### src/rtl/mult256_stream_seq.sv
// Stream sequencer for mult256: loads A/B from beats, waits, streams product out.
// Optional frame checking (in_last / frame_err) under MULT256_STREAM_SEQ_FRAME_CHK_EN.
module mult256_stream_seq #(
  parameter int BUS_W    = 32,
  parameter int OP_W     = 256,
  parameter int MULT_LAT = 2
) (
  input  logic              clk,
  input  logic              reset,
  input  logic              in_valid,
  output logic              in_ready,
  input  logic [BUS_W-1:0]  in_data,
`ifdef MULT256_STREAM_SEQ_FRAME_CHK_EN
  input  logic              in_last,
  output logic              frame_err,
`endif
  output logic [OP_W-1:0]   mult_a,
  output logic [OP_W-1:0]   mult_b,
  input  logic [2*OP_W-1:0] mult_result,
  output logic              out_valid,
  input  logic              out_ready,
  output logic [BUS_W-1:0]  out_data,
  output logic              out_last,
  output logic              busy
);

  localparam int N  = OP_W / BUS_W;
  localparam int NB = 2 * N;
  localparam int KW = (NB > 2) ? $clog2(NB) : 1;
  localparam int CW = (MULT_LAT > 1) ? $clog2(MULT_LAT) : 1;

  typedef enum logic [1:0] {
    LOAD = 2'd0,
    WAIT = 2'd1,
    SEND = 2'd2
  } state_t;

  state_t          state;
  logic [KW-1:0]   k;
  logic [KW-1:0]   j;
  logic [KW-1:0]   jn;
  logic [CW-1:0]   cnt;
  logic [2*OP_W-1:0] res;
  logic            k_last;
  logic            bad_beat;

  always_comb begin
    jn     = j + 1'b1;
    k_last = (k == KW'(NB - 1));
`ifdef MULT256_STREAM_SEQ_FRAME_CHK_EN
    bad_beat = (in_last != k_last);
`else
    bad_beat = 1'b0;
`endif
  end

  always_ff @(posedge clk or posedge reset) begin
    if (reset) begin
      state     <= LOAD;
      k         <= '0;
      j         <= '0;
      cnt       <= '0;
      res       <= '0;
      mult_a    <= '0;
      mult_b    <= '0;
      in_ready  <= 1'b1;
      out_valid <= 1'b0;
      out_last  <= 1'b0;
      out_data  <= '0;
      busy      <= 1'b0;
`ifdef MULT256_STREAM_SEQ_FRAME_CHK_EN
      frame_err <= 1'b0;
`endif
    end else begin
      unique case (state)
        LOAD: begin
          if (in_valid) begin
            if (bad_beat) begin
              // Drop the partial frame; resync on the next beat as A word 0
              k <= '0;
`ifdef MULT256_STREAM_SEQ_FRAME_CHK_EN
              frame_err <= 1'b1;
`endif
            end else begin
              if (k < KW'(N))
                mult_a[BUS_W*k +: BUS_W] <= in_data;
              else
                mult_b[BUS_W*(k-KW'(N)) +: BUS_W] <= in_data;
              if (k_last) begin
                state    <= WAIT;
                k        <= '0;
                cnt      <= CW'(MULT_LAT - 1);
                in_ready <= 1'b0;
                busy     <= 1'b1;
              end else begin
                k <= k + 1'b1;
              end
            end
          end
        end
        WAIT: begin
          if (cnt == '0) begin
            res   <= mult_result;
            state <= SEND;
          end else begin
            cnt <= cnt - 1'b1;
          end
        end
        SEND: begin
          if (!out_valid) begin
            out_valid <= 1'b1;
            out_data  <= res[BUS_W*j +: BUS_W];
            out_last  <= (j == KW'(NB - 1));
          end else if (out_ready) begin
            if (out_last) begin
              state     <= LOAD;
              j         <= '0;
              out_valid <= 1'b0;
              out_last  <= 1'b0;
              out_data  <= '0;
              busy      <= 1'b0;
              in_ready  <= 1'b1;
            end else begin
              j        <= jn;
              out_data <= res[BUS_W*jn +: BUS_W];
              out_last <= (jn == KW'(NB - 1));
            end
          end
        end
        default: state <= LOAD;
      endcase
    end
  end

endmodule

### config.mk
export PLATFORM = sky130hd
export DESIGN_NAME = mult256_stream_seq
export DESIGN_NICKNAME = d
export VERILOG_FILES = /design/src/rtl/mult256_stream_seq.sv
export SDC_FILE = /design/constraint.sdc
export NUM_CORES = 2
export LEC_CHECK = 0
export CAP_MARGIN = 20
export CORE_AREA = 4 4 427 429
export DETAILED_ROUTE_END_ITERATION = 8
export DIE_AREA = 0 0 431 433
export GPL_TIMING_DRIVEN = 1
export PLACE_DENSITY_LB_ADDON = 0.05
export SKIP_LAST_GASP = 1
export SYNTH_ARGS = -nofsm -noshare
export SYNTH_HDL_FRONTEND = slang
export SYNTH_SLANG_ARGS = --single-unit
### constraint.sdc
create_clock -name clk -period 79 [get_ports clk]
set_input_delay 11.85 -clock clk [delete_from_list [all_inputs] [get_ports clk]]
set_output_delay 11.85 -clock clk [all_outputs]
set_load 0.005 [all_outputs]
Word level (Yosys, flattened, before mapping):

Index checks and enable logic that the tools add are counted.

* register bits: 1071
* bits of input ports: 548
* output and inout port bits: 548
* logic and storage cells: 85

* $add $sub $neg: 6
* order comparisons: 1
* equal/unequal tests: 12
* shifts and indexed selects: 6
* mux-type cells: 34
* bitwise logic cells: 2
* reductions and logical operators: 12

Operators by type and width (number)
* $shiftx 512x10->32: 2
* $bwmux 256: 2
* $shift 32x34->256 const A: 2
* $shiftx 32x34->256: 2
* $mux 32: 3
* $neg 32->34: 1
* $neg 9->34: 1
* $mux 1: 17
* $eq 4x4->1 const B: 3
* $mux 2: 6
* $ne 2x2->1 const B: 6
* $reduce_and 3->1: 4
* $reduce_and 6->1: 2
* $add 4x1->4 const B: 2
* $mux 4: 2
* $pmux 1 s2: 3
* $pmux 2 s3: 1
* $reduce_and 2->1: 3
* $sub 4x4->5 const B: 1
* $lt 4x4->1 const B: 1
* $reduce_bool 2->1: 2
* $eq 2x1->1 const B: 1
* $eq 2x2->1 const B: 1
* $logic_not 2->1: 1
* 3 further kinds: 4

Logic depth before layout (Yosys ltp):

* depth after elaboration: 5
* gate-level depth with buffers: 15
* mapped depth without buffers: 10

Worst setup path after synthesis:

OpenSTA, ideal clock, no wires.

* path kind: input-to-reg
* from: input in_valid
* to: register mult_b[160]
* library setup time: 0.128 ns
* arrival: 14.037 ns
* required time: 78.872 ns
* setup slack: 64.836 ns
* stages on the path: 7
* buffers on the path: 2
* cell sequence: or3b_1 clkbuf_1 or4_1 a2111oi_4 nand2_1 buf_2 mux2_1

* word-level cells in the longest chain between the ends: 1

RTL lines
* from (decl): line 10 `input logic in_valid,`
* $reduce_and 3->1 (no line)
* to (signal, indexed assignment): line 88 `mult_b[BUS_W*(k-KW'(N)) +: BUS_W] <= in_data;`
* to (decl): line 18 `output logic [OP_W-1:0] mult_b,`

Every way passes these cells.
A chain may end at the register's enable or synchronous reset.

Worst setup path in the final report:

* from: input in_valid
* to: register mult_b[154]

Same word-level chain as after synthesis.

==> results.tsv <==
stage	metric	value	unit
sta	tightest_slew	1230	ps
clock_network	h-tree-depth	4	
sta	fin_skew	25.7	ps
clock_network	clk_pin_slew	60	ps
logic_synthesis	async_flop_share	100	%
clock_network	clockBufferDepth	3	
logic_synthesis	synth.most_common_cell	dfrtp_1	
floorplan	die_x	431	µm
power_and_ir_drop	ir_drop	0.0226	mV
logic_synthesis	synthFlopType	dfrtp_1	
sta	rsz0062_at_grt	no	
placement	io_buffers	1095	
power_and_ir_drop	clkPwrFrac	24.2	%
finish	fillers	17400	
logic_synthesis	yosys.area.top_type	dfrtp_1	
routing	ant_nets	0	
logic_synthesis	mappedNetlistArea	49900	µm²
floorplan	dieArea	187000	µm²
floorplan	start_util	28.0	%
sta	fmax	65.7	MHz
logic_synthesis	syn_inst	3793	
logic_synthesis	syn_nets	4354	
logic_synthesis	synth.avg_cell_area	13.2	µm²
critical_path	required	79660	ps
logic_synthesis	ys_ff_latch	1071	
logic_synthesis	synth.top_cells.by_area	dfrtp_1, mux2_2, mux4_2	
routing	dr.pass1.iters	5	
floorplan	core-area	178000	µm²
floorplan	num_rows	155	
global_route	gr-total-overflow	0	
min_path	min_path_type	reg -> reg	
logic_synthesis	synthTopCellsByCount	dfrtp_1, mux2_2, nand2_1	
sta	fin_tns_setup	0	ps
finish	drive_gt1_share	23.8	%
logic_synthesis	synth_top_area_share	53.7	%
clock_network	cts_tree	done	
sta	relSlewSlack	17.7	%
min_path	holdPathStages	1	
power_and_ir_drop	p_leak	30.5	nW
clock_network	clock-sinks	1071	
sta	setup_viol	0	
logic_synthesis	yosys_warnings	0	
logic_synthesis	synth_edf_count	0	
critical_path	worstPathArrival	15890	ps
status	status	completed	
floorplan	io_pins	1096	
routing	routedWlPerCell	31.8	µm
power_and_ir_drop	p_sw	0.952	mW
power_and_ir_drop	swShare	37.5	%
logic_synthesis	seq_area_frac_synth	53.7	%
routing	vias_per_cell	5.02	
sta	finalCritPeriodShare	19.3	%
critical_path	crit_path_end_kind	register	
clock_network	cts-resized-gates	0	
clock_network	cts_hold_buffers	0	
routing	vias	36700	
critical_path	crit_path_start_kind	input pin	
power_and_ir_drop	combPwrFrac	40.8	%
sta	slew_violations	0	
power_and_ir_drop	seqPwrFrac	35.0	%
power_and_ir_drop	intPower	1.58	mW
clock_network	post-cts-setup-buffers	0	
routing	drtIter0Drc	2267	
floorplan	die_height	433	µm
placement	place_congestion	0.805	
global_route	grt_start_max_net_pins	175	
finish	synthToLayoutAreaGrowth	36.3	%
placement	dp_hpwl	175000	µm
sta	period_minus_slack	15230	ps
sta	timing.hold.ws	476	ps
clock_network	clk_latency	790	ps
finish	final_core_util	38.2	%
sta	finalHoldViolCount	0	
finish	fin_nets	5385	
logic_synthesis	ys_types	58	
clock_network	root_buffer	clkbuf_16	
clock_network	numCtsBuffers	136	
flow_run	cap_violations	0	
global_route	grt_pass1_wl	321000	µm
global_route	grt_pass1_vias	38400	
routing	routed_wl	233000	µm
critical_path	setup.worst_path.class	in -> reg	
global_route	antenna_found_initial	117	
routing	drc	0	
global_route	grtUsageTotal	24.4	%
power_and_ir_drop	pwr_density_cell	37.3	nW/µm²
critical_path	r2r_cells	13	
critical_path	crit_fanout	58	
[power groups by stage]
stage	clock network, mW	registers [mW]	logic (mW)
after floorplan	0	0.839	0.607
after global placement	0	0.893	1.05
after detailed placement	0	0.898	1.06
after CTS	0.636	0.889	1.06
after global routing	0.655	0.913	1.11
final	0.615	0.889	1.03
[cell type report]
cell class	count	area, µm²	share of cell area, %
clock buffers	201	3980	5.85
diodes	47	118	0.173
inverters	80	308	0.453
well taps	2355	2950	4.33
flip-flops and latches	1071	26800	39.4
multi-input cells	2358	21900	32.2
clock inverters	35	328	0.482
repair buffers	1177	11600	17.1
[cell usage in the layout (no fill, tap or decap), drive strengths merged, types with 12 or more instances in the layout]
cell           count
nor3              12
ha                13
clkinv            25
diode             47
nor2             179
a32oi             14
clkdlybuf4s50   1095
and2              35
nand4            110
clkbuf           201
nand2            367
nand3             31
a21bo             96
mux2             777
a21oi             33
mux4             197
inv               89
a221oi            36
dfrtp           1070
buf               82
o21ai            145
mux2i            182
a31oi             24
[cells by family after synthesis]
group / after synthesis / share of synthesized area [%]
AOI/OAI and AO/OA: 413 / 6.12
buffers and inverters: 364 / 2.80
xor gates and xnor gates: 7 / 0.138
DFF: 1071 / 53.7
muxes: 1156 / 30.1
adders and majority gates: 13 / 0.326
and+or+nand+nor: 769 / 6.83
[routing by layer]
layer / wire, µm / track usage [%]
met4: 8930 / 9.50
met3: 15100 / 6.86
met1: 88100 / 27.7
met2: 120000 / 43.5
met5: 502 / 0
[worst paths after layout]
path                                          from                       to  slack [ps]
max in group asynchronous                    reset     res[161]$_DFFE_PP0P_       64240
hold reg to reg            mult_b[135]$_DFFE_PP0P_  mult_b[135]$_DFFE_PP0P_         480
hold / removal             mult_b[135]$_DFFE_PP0P_  mult_b[135]$_DFFE_PP0P_         480
min in group asynchronous                    reset  mult_a[129]$_DFFE_PP0P_       11610
setup / recovery                          in_valid  mult_b[154]$_DFFE_PP0P_       63770
setup reg to reg                  k[0]$_DFFE_PP0P_  mult_b[154]$_DFFE_PP0P_       73920
[sequential cells by signal, indices dropped and copies added, names as in the netlist]
| register | flops |
|---|---|
| busy | 1 |
| mult_a | 256 |
| state | 2 |
| out_valid | 1 |
| res | 512 |
| mult_b | 256 |
| in_ready | 1 |
| j | 4 |
| out_data | 32 |
| k | 4 |
| out_last | 1 |
| cnt | 1 |
[critical path, stage by stage]
cell and delay, ps:
clkdlybuf4s50_1 540, or3b_1 490, or4_1 570, a2111oi_4 720, buf_4 690, nand2_1 420, buf_4 370, a21bo_1 220
[stage by stage]
| stage | power (mW) | setup slack (ps) | instances | cell area [µm²] |
|---|---|---|---|---|
| 6_report | 2.54 | 63770 | 7324 | 68000 |
| 5_1_grt | 2.68 | 63550 | 7296 | 67900 |
| 3_5_place_dp | 1.96 | 62940 | 7041 | 63600 |
| 2_1_floorplan | 1.45 | 37000 | 3793 | 49900 |
| 3_3_place_gp | 1.95 | 63020 | 7040 | 63600 |
| 4_1_cts | 2.59 | 63790 | 7277 | 67900 |
Power figures use the tool's default switching activity.
